### src/rtl/riscv_pkg.sv
// Shared RV32I encoding constants and the opcode-to-format classification
// used by the instruction encoder.
package riscv_pkg;

    localparam logic [6:0] OP_R      = 7'b0110011;
    localparam logic [6:0] OP_IMM    = 7'b0010011;
    localparam logic [6:0] OP_LOAD   = 7'b0000011;
    localparam logic [6:0] OP_JALR   = 7'b1100111;
    localparam logic [6:0] OP_STORE  = 7'b0100011;
    localparam logic [6:0] OP_BRANCH = 7'b1100011;
    localparam logic [6:0] OP_LUI    = 7'b0110111;
    localparam logic [6:0] OP_AUIPC  = 7'b0010111;
    localparam logic [6:0] OP_JAL    = 7'b1101111;

    localparam logic [31:0] NOP_INSTR = 32'h00000013;

    typedef enum logic [2:0] {
        FMT_R,
        FMT_I,
        FMT_S,
        FMT_B,
        FMT_U,
        FMT_J,
        FMT_BAD
    } fmt_e;

    function automatic fmt_e opcode_format(input logic [6:0] op);
        fmt_e f;
        case (op)
            OP_R:                     f = FMT_R;
            OP_IMM, OP_LOAD, OP_JALR: f = FMT_I;
            OP_STORE:                 f = FMT_S;
            OP_BRANCH:                f = FMT_B;
            OP_LUI, OP_AUIPC:         f = FMT_U;
            OP_JAL:                   f = FMT_J;
            default:                  f = FMT_BAD;
        endcase
        return f;
    endfunction

endpackage

### src/rtl/instr_field_packer.sv
// Combinational packing of RV32I fields into a 32-bit instruction word.
// Unsupported opcodes yield a NOP and raise the illegal flag.
module instr_field_packer
    import riscv_pkg::*;
(
    input  logic [6:0]  opcode,
    input  logic [4:0]  rd,
    input  logic [2:0]  funct3,
    input  logic [4:0]  rs1,
    input  logic [4:0]  rs2,
    input  logic [6:0]  funct7,
    input  logic [31:0] imm,
    output logic [31:0] instr,
    output logic        illegal
);

    fmt_e fmt;
    logic is_shift;

    // Branch and jump offsets are always even, so bit 0 never lands in the word.
    logic unused_imm_bit0;
    assign unused_imm_bit0 = imm[0];

    assign fmt      = opcode_format(opcode);
    assign is_shift = (opcode == OP_IMM) && ((funct3 == 3'b001) || (funct3 == 3'b101));

    always_comb begin
        instr   = NOP_INSTR;
        illegal = 1'b0;
        case (fmt)
            FMT_R: instr = {funct7, rs2, rs1, funct3, rd, opcode};
            FMT_I: begin
                if (is_shift) begin
                    instr = {funct7, imm[4:0], rs1, funct3, rd, opcode};
                end else begin
                    instr = {imm[11:0], rs1, funct3, rd, opcode};
                end
            end
            FMT_S: instr = {imm[11:5], rs2, rs1, funct3, imm[4:0], opcode};
            FMT_B: instr = {imm[12], imm[10:5], rs2, rs1, funct3, imm[4:1], imm[11], opcode};
            FMT_U: instr = {imm[31:12], rd, opcode};
            FMT_J: instr = {imm[20], imm[10:1], imm[11], imm[19:12], rd, opcode};
            default: begin
                instr   = NOP_INSTR;
                illegal = 1'b1;
            end
        endcase
    end

endmodule

### src/rtl/instr_encoder.sv
// Accepts RV32I field sets, encodes them, tags each word with a running byte
// address and buffers the result in a small FIFO for instruction-memory writes.
module instr_encoder
    import riscv_pkg::*;
#(
    parameter int                ADDR_W    = 32,
    parameter logic [ADDR_W-1:0] BASE_ADDR = '0,
    parameter int                DEPTH     = 2
) (
    input  logic              clk,
    input  logic              reset,
    input  logic              clear,
    input  logic              in_valid,
    output logic              in_ready,
    input  logic [6:0]        opcode,
    input  logic [4:0]        rd,
    input  logic [2:0]        funct3,
    input  logic [4:0]        rs1,
    input  logic [4:0]        rs2,
    input  logic [6:0]        funct7,
    input  logic [31:0]       imm,
    output logic              out_valid,
    input  logic              out_ready,
    output logic [31:0]       out_instr,
    output logic [ADDR_W-1:0] out_addr,
    output logic              illegal,
    output logic [7:0]        illegal_cnt
);

    localparam int          AW       = (DEPTH > 1) ? $clog2(DEPTH) : 1;
    localparam logic [AW:0] FULL_CNT = (AW + 1)'(DEPTH);

    logic [31:0]       fifo_instr [DEPTH];
    logic [ADDR_W-1:0] fifo_addr  [DEPTH];

    logic [AW-1:0]     wr_ptr_reg;
    logic [AW-1:0]     rd_ptr_reg;
    logic [AW:0]       count_reg;
    logic [ADDR_W-1:0] addr_reg;
    logic              illegal_reg;
    logic [7:0]        illegal_cnt_reg;

    logic [31:0]       packed_instr;
    logic              packed_illegal;
    logic              flush;
    logic              push;
    logic              pop;

    instr_field_packer u_packer (
        .opcode  (opcode),
        .rd      (rd),
        .funct3  (funct3),
        .rs1     (rs1),
        .rs2     (rs2),
        .funct7  (funct7),
        .imm     (imm),
        .instr   (packed_instr),
        .illegal (packed_illegal)
    );

    // A flush wins over any handshake in the same cycle; the offered word is dropped.
    assign flush     = reset || clear;
    assign in_ready  = (count_reg != FULL_CNT);
    assign out_valid = (count_reg != '0);
    assign push      = in_valid && in_ready && !flush;
    assign pop       = out_valid && out_ready && !flush;

    // When empty, the head shows zero data and the address the next word will get.
    assign out_instr = out_valid ? fifo_instr[rd_ptr_reg] : 32'h0;
    assign out_addr  = out_valid ? fifo_addr[rd_ptr_reg]  : addr_reg;

    assign illegal     = illegal_reg;
    assign illegal_cnt = illegal_cnt_reg;

    always_ff @(posedge clk) begin
        if (push) begin
            fifo_instr[wr_ptr_reg] <= packed_instr;
            fifo_addr[wr_ptr_reg]  <= addr_reg;
        end
    end

    always_ff @(posedge clk) begin
        if (flush) begin
            wr_ptr_reg      <= '0;
            rd_ptr_reg      <= '0;
            count_reg       <= '0;
            addr_reg        <= BASE_ADDR;
            illegal_reg     <= 1'b0;
            illegal_cnt_reg <= 8'd0;
        end else begin
            if (push) begin
                wr_ptr_reg <= wr_ptr_reg + AW'(1);
                addr_reg   <= addr_reg + ADDR_W'(4);
                if (packed_illegal) begin
                    illegal_reg <= 1'b1;
                    if (illegal_cnt_reg != 8'hFF) begin
                        illegal_cnt_reg <= illegal_cnt_reg + 8'd1;
                    end
                end
            end
            if (pop) begin
                rd_ptr_reg <= rd_ptr_reg + AW'(1);
            end
            case ({push, pop})
                2'b10:   count_reg <= count_reg + (AW + 1)'(1);
                2'b01:   count_reg <= count_reg - (AW + 1)'(1);
                default: count_reg <= count_reg;
            endcase
        end
    end

endmodule

### config.mk
export PLATFORM = sky130hd
export DESIGN_NAME = instr_encoder
export DESIGN_NICKNAME = d
export VERILOG_FILES = /design/src/rtl/riscv_pkg.sv /design/src/rtl/instr_field_packer.sv /design/src/rtl/instr_encoder.sv
export SDC_FILE = /design/constraint.sdc
export NUM_CORES = 1
export LEC_CHECK = 0
export BUFFER_PORTS_ARGS = -buffer_cell sky130_fd_sc_hd__buf_2
export CELL_PAD_IN_SITES_DETAIL_PLACEMENT = 0
export CELL_PAD_IN_SITES_GLOBAL_PLACEMENT = 2
export CORE_MARGIN = 2
export CORE_UTILIZATION = 39
export CTS_CLUSTER_DIAMETER = 80
export CTS_CLUSTER_SIZE = 10
export DETAILED_ROUTE_END_ITERATION = 8
export PLACE_DENSITY_LB_ADDON = 0.1
export SLEW_MARGIN = 20
export SYNTH_ARGS = -nofsm -noshare
export SYNTH_HDL_FRONTEND = slang
export SYNTH_HIERARCHICAL = 1
export SYNTH_SLANG_ARGS = --single-unit
export TNS_END_PERCENT = 5
### constraint.sdc
create_clock -name clk -period 7.9 [get_ports clk]
set_clock_uncertainty 0.1 [all_clocks]
set_input_delay 1.58 -clock clk [delete_from_list [all_inputs] [get_ports clk]]
set_output_delay 1.58 -clock clk [all_outputs]
set_load 0.01 [all_outputs]
# Word level (Yosys, flattened, before mapping)
# Memory sizes are Yosys's and may differ from the RTL's. A register that Yosys moved wholly into a read port is not among the register bits.
# Cells that the tools add are included.
[totals] reg_bits=45 ram_bits=128 input_bits=69 out_inout_bits=75 wordCells=63 n_memories=2
[op_classes] add_sub_neg=6 eq_ne=20 n_mux=12 n_bitwise=1 reduce_logical=16
[memory_table] memory="fifo_addr" words=2 word_bits=32 read_ports=1 rd_ports_with_merged_regs=1 wr=1 line_no="instr_encoder.sv:34" text="logic [ADDR_W-1:0] fifo_addr [DEPTH];"
[memory_table] memory="fifo_instr" words=2 word_bits=32 read_ports=1 rd_ports_with_merged_regs=1 wr=1 line_no="instr_encoder.sv:33" text="logic [31:0] fifo_instr [DEPTH];"
[ops] operator="$pmux W32 S6" n=1
[ops] operator="$mux W32" n=3
[ops] operator="$add A32 B3 Y32 const B" n=1
[ops] operator="$eq A7 B6 Y1 const B" n=3
[ops] operator="$eq A7 B7 Y1 const B" n=3
[ops] operator="$pmux W3 S6" n=1
[ops] operator="$eq A7 B5 Y1 const B" n=2
[ops] operator="$eq A3 B3 Y1 const B" n=3
[ops] operator="$add A8 B1 Y8 const B" n=1
[ops] operator="$ne A8 B8 Y1 const B" n=1
[ops] operator="$eq A7 B2 Y1 const B" n=1
[ops] operator="$eq A3 B1 Y1 const B" n=2
[ops] operator="$eq A3 B2 Y1 const B" n=2
[ops] operator="$mux W1" n=6
[ops] operator="$reduce_or A6 Y1" n=1
[ops] operator="$logic_and A1 B1 Y1" n=5
[ops] operator="$pmux W2 S2" n=1
[ops] operator="$reduce_bool A2 Y1" n=2
[ops] operator="$logic_not A3 Y1" n=1
[ops] operator="$reduce_and A3 Y1" n=1
[ops] operator="$reduce_or A3 Y1" n=1
[ops] operator="$add A1 B1 Y1 const B" n=2
[ops] operator="$add A2 B1 Y2 const B" n=1
[ops] operator="$eq A2 B1 Y1 const B" n=1
[ops] operator="other kinds (8)" n=9

# Logic depth before layout (Yosys ltp)
[depth] depth_word=7 mapped_depth=12 depth_no_buf=10

# Hierarchy
# The synthesis kept the hierarchy.
[modules_own_cells] mod="instr_encoder" n_inst=1 cells_per_inst=562 area_per_inst_um2=7003.0 seq_area_each_um2=4604.4
[modules_own_cells] mod="instr_field_packer" n_inst=1 cells_per_inst=160 area_per_inst_um2=1056.0 seq_area_each_um2=0.0

# Worst setup path after synthesis
# OpenSTA, ideal clock, no wires.
[synth_timing] kind="in2reg" start="in clear" end="mem fifo_addr[0][10] (enable)" setup_time_ns=0.482 arrival_ns=4.851 t_required_ns=7.318 setup_slack_ns=2.467 stages=4 n_path_buf=1 cell_sequence="nor2_1 nand3_1 clkbuf_1 nor2_1"
[synth_via] elab_chain_len=5
[synth_lines] item="start: declaration" line_no="instr_encoder.sv:12" text="input logic clear,"
[synth_lines] item="$logic_or A1 B1 Y1" line_no="instr_encoder.sv:62" text="assign flush = reset || clear;"
[synth_lines] item="$logic_not A1 Y1" line_no="instr_encoder.sv:65" text="assign push = in_valid && in_ready && !flush;"
[synth_lines] item="$logic_and A1 B1 Y1" line_no="instr_encoder.sv:65"
[synth_lines] item="$mux W1" line_no="instr_encoder.sv:76" text="if (push) begin"
[synth_lines] item="$mux W1 (implied by the code)" line_no="instr_encoder.sv:78" text="fifo_addr[wr_ptr_reg] <= addr_reg;"
[synth_lines] item="end: declaration" line_no="instr_encoder.sv:34"
# No other way between the ends.

# Final worst setup path
[layout_timing] start="in opcode[6]" end="mem fifo_instr[0][23], data pin"
[layout_via] elab_chain_len=5 word_cells_on_any_way=19 classes_between="eq/ne: 14; mux: 2; reduce/logical: 3"
[layout_lines] item="start: declaration" line_no="instr_encoder.sv:15" text="input logic [6:0] opcode,"
[layout_lines] item="$eq A7 B2 Y1 (tied with other cells)" line_no="riscv_pkg.sv:29" text="case (op)"
[layout_lines] item="$reduce_or A3 Y1 / $reduce_or A2 Y1 (equally long branches)" line_no="riscv_pkg.sv:29"
[layout_lines] item="$pmux W3 S6 (*)" line_no="riscv_pkg.sv:29"
[layout_lines] item="$eq A3 B3 Y1 (tied with other cells)" line_no="instr_field_packer.sv:30" text="case (fmt)"
[layout_lines] item="$pmux W32 S6 (*)" line_no="instr_field_packer.sv:30"
[layout_lines] item="via packed_instr[23]" line_no="instr_encoder.sv:43" text="logic [31:0] packed_instr;"
[layout_lines] item="end: declaration" line_no="instr_encoder.sv:33"
# Mark *: on every way through the listed nets, which the timed path passes. The rest lies on a longest branch.

==> out/results.txt <==
status -> finished, final reports clean
clock edge transition at the registers on the reported setup and hold paths -> 70 ps
clock latency on the worst-skew pair -> 420 ps
critical path arrival -> 4460 ps
Util after Layout -> 0.476
DR pass1 iterations -> 5
Post-CTS Hold Buffers -> 0
Pwr Density -> 199 nW/µm²
vias per inst -> 5.43
Cell Area, Synth -> 8060 µm²
Max Root-Sink Buffers -> 2
setup TNS -> 0 ps
DRC viols -> 0
Final Non-Filler Cells -> 1130
Top FF cell, synth -> edfxtp_1
Final ANT Viol Nets -> 0
H-tree depth -> 4
Final Hold Vio Count -> 0
total grt overflow -> 0
Pleak -> 3.23 nW
initial antenna violation count -> 0
slowest stage delay, CP -> 590 ps
Final setup viols -> 0
largest family of logic cells by synthesized area -> simple AND/OR/NAND/NOR gates
element type at the critical path end -> flip-flop
IO Count -> 144
CP Cell Sequence -> buf_2 > and4b_1 > o211ai_1 > buf_4 > ha_1 > inv_1 > o21ai_2 > nor2_1 > nor2_2 > nor2_1
Starting Density -> 0.398
Root Driver -> clkbuf_16
EDFF count, synth -> 124
layout cell share with drive strength beyond 1 -> 0.231
sequential share of the synthesized area -> 0.571
CTS tree -> built
CTS sink count -> 168
DRT iter0 DRCs -> 417
mux cell area share after synthesis -> 0.0932
post-CTS sizing -> 0
HPWL after detailed placement -> 13.9 mm
Cells after DPL -> 1097
setup repair after global routing missed its margin -> false
Port Buffer Count -> 141
Period minus WS final -> 4430 ps
fmax -> 226 MHz
area leader, netlist -> edfxtp_1
flops & latches, synth -> 168
Syn Area/Cell -> 11.2 µm²
routability congestion estimate -> 0.883
adder-cell area share of the yosys netlist -> 0.00621
Rows -> 52
cell area after layout -> 9630 µm²
max reg flops -> 64
die area -> 21800 µm²
vias in the first global route -> 5938
multi-input logic area -> 3230 µm²
Netlist cell types -> 62
Synth Warn # -> 6
Least-Margin Pin Slew -> 795 ps
worst rel slew slack -> 0.469
Place WS -> 2720 ps
die width -> 148 µm
XOR/XNOR Fraction of Synth Area -> 0.0120
Max Fanout on Critical Path -> 21
Setup crit start kind -> input port
register area -> 4610 µm²
Worst IR Drop VDD -> 0.133 mV
Req. time, crit path -> 7930 ps
setup ws final -> 3470 ps
Num CTS Buffers -> 17
most frequent cells after synthesis -> edfxtp_1, mux2i_1, nand2_1, nor2_1, o21ai_0
largest net degree at the start of global routing -> 63
Nets -> 920
GRT Overall Usage -> 0.184
CP max-delay cell -> nor2_2
Mapped Cells -> 722
Vias -> 6135
Final period util -> 0.561
most used cell, CP -> nor2_1
WP buf/inv -> 3
count leader, synth -> edfxtp_1
WL final -> 20.0 mm
diode count -> 0
# Post-CTS Setup Buffers -> 0
critical path's top delay family -> simple AND/OR/NAND/NOR gates
placed inst area -> 8990 µm²
worst hold path type -> reg2reg
Synth Area in Simple Gates -> 0.162
area grow syn2layout -> 19.5%
Async SR Flop Fraction -> 0
Setup CP Type -> in2reg
FILL cells -> 1918
Avg WL per Cell -> 17.7 µm
Synth Area in Compound Gates -> 0.123
die height -> 148 µm
Slew Limit Fails -> 0
max cap viols -> 0
area of the core -> 20200 µm²
top-area cell type share of the netlist area -> 0.462
synth top area cells -> edfxtp_1, dfxtp_1, mux2i_1
first-pass GRT wire length -> 31.6 mm
-- worst reg2reg max path: cells and delay by family, from the launching register on --
kind | cells | cell delay, ps
simple gates | 3 | 1600
buf+inv | 2 | 820
flops | 1 | 450
-- stage by stage --
| step | hold slack [ps] | total power [mW] |
|---|---|---|
| finish | 399 | 1.92 |
| global route | 423 | 1.99 |
| CTS | 405 | 1.94 |
| detailed placement | 389 | 1.09 |
| global placement | 380 | 1.09 |
| floorplan | 320 | 1.04 |
-- logic make-up (layout without fill, tap and decap cells) --
kind of cell | after synthesis | in the layout
other | 1 | 2
xor gates and xnor gates | 11 | 11
buffers and inverters | 59 | 196
adders and majority gates | 4 | 4
muxes | 75 | 75
DFF | 168 | 168
AOI/OAI and AO/OA | 152 | 152
and+or+nand+nor | 252 | 252
-- final timing paths --
path	start	endpoint	slack [ps]	depth (start not counted)
worst max-delay path	opcode[6]	fifo_instr[0][23]$_DFFE_PP_	3470	10
worst min-delay path	rd_ptr_reg$_SDFFE_PP0P_	flip-flop	400	2
worst max register to register	count_reg[0]$_SDFFE_PP0P_	fifo_addr[0][31]$_DFFE_PP_	4550	5
worst min register to register	rd_ptr_reg$_SDFFE_PP0P_	flip-flop	400	2
-- report_power, final --
part / switching, mW / total (mW) / internal (mW)
clock: 0.367 / 0.847 / 0.480
combinational: 0.0664 / 0.106 / 0.0391
sequential: 0.00619 / 0.963 / 0.957
-- final cells by class --
type | instances | share of cell area
timing repair buffer | 150 | 0.0824
multi-input combinational | 496 | 0.336
tap | 270 | 0.0351
sequential | 168 | 0.479
clock inverter | 15 | 0.0185
clock buffer | 17 | 0.0442
inverter | 14 | 0.00546
-- cell usage in the layout, fill, tap and decap left out, types with 7 or more instances in the layout --
cell type / instances
clkbuf_16: 17
o31ai_1: 12
nor4_1: 8
and2_1: 8
or4_1: 12
nand4_1: 14
or3_1: 12
dfxtp_1: 43
edfxtp_1: 124
and4_1: 10
buf_4: 8
mux2i_1: 75
buf_2: 141
nor2_1: 61
nand3_1: 17
nor3_1: 10
a21oi_1: 36
o21ai_1: 7
inv_1: 10
a32o_1: 15
nand2_1: 68
o21ai_0: 45
-- metal layers --
layer | up-vias | share of wire | routed length, µm | global-route usage
met4 | 0 | 0.016 | 315 | 0.0582
met1 | 2930 | 0.45 | 8940 | 0.242
met2 | 179 | 0.49 | 9690 | 0.308
met5 | - | 0 | 0 | 0
li1 | 3002 | - | - | -
met3 | 24 | 0.051 | 1020 | 0.0367
(Power assumes the default switching activity.)
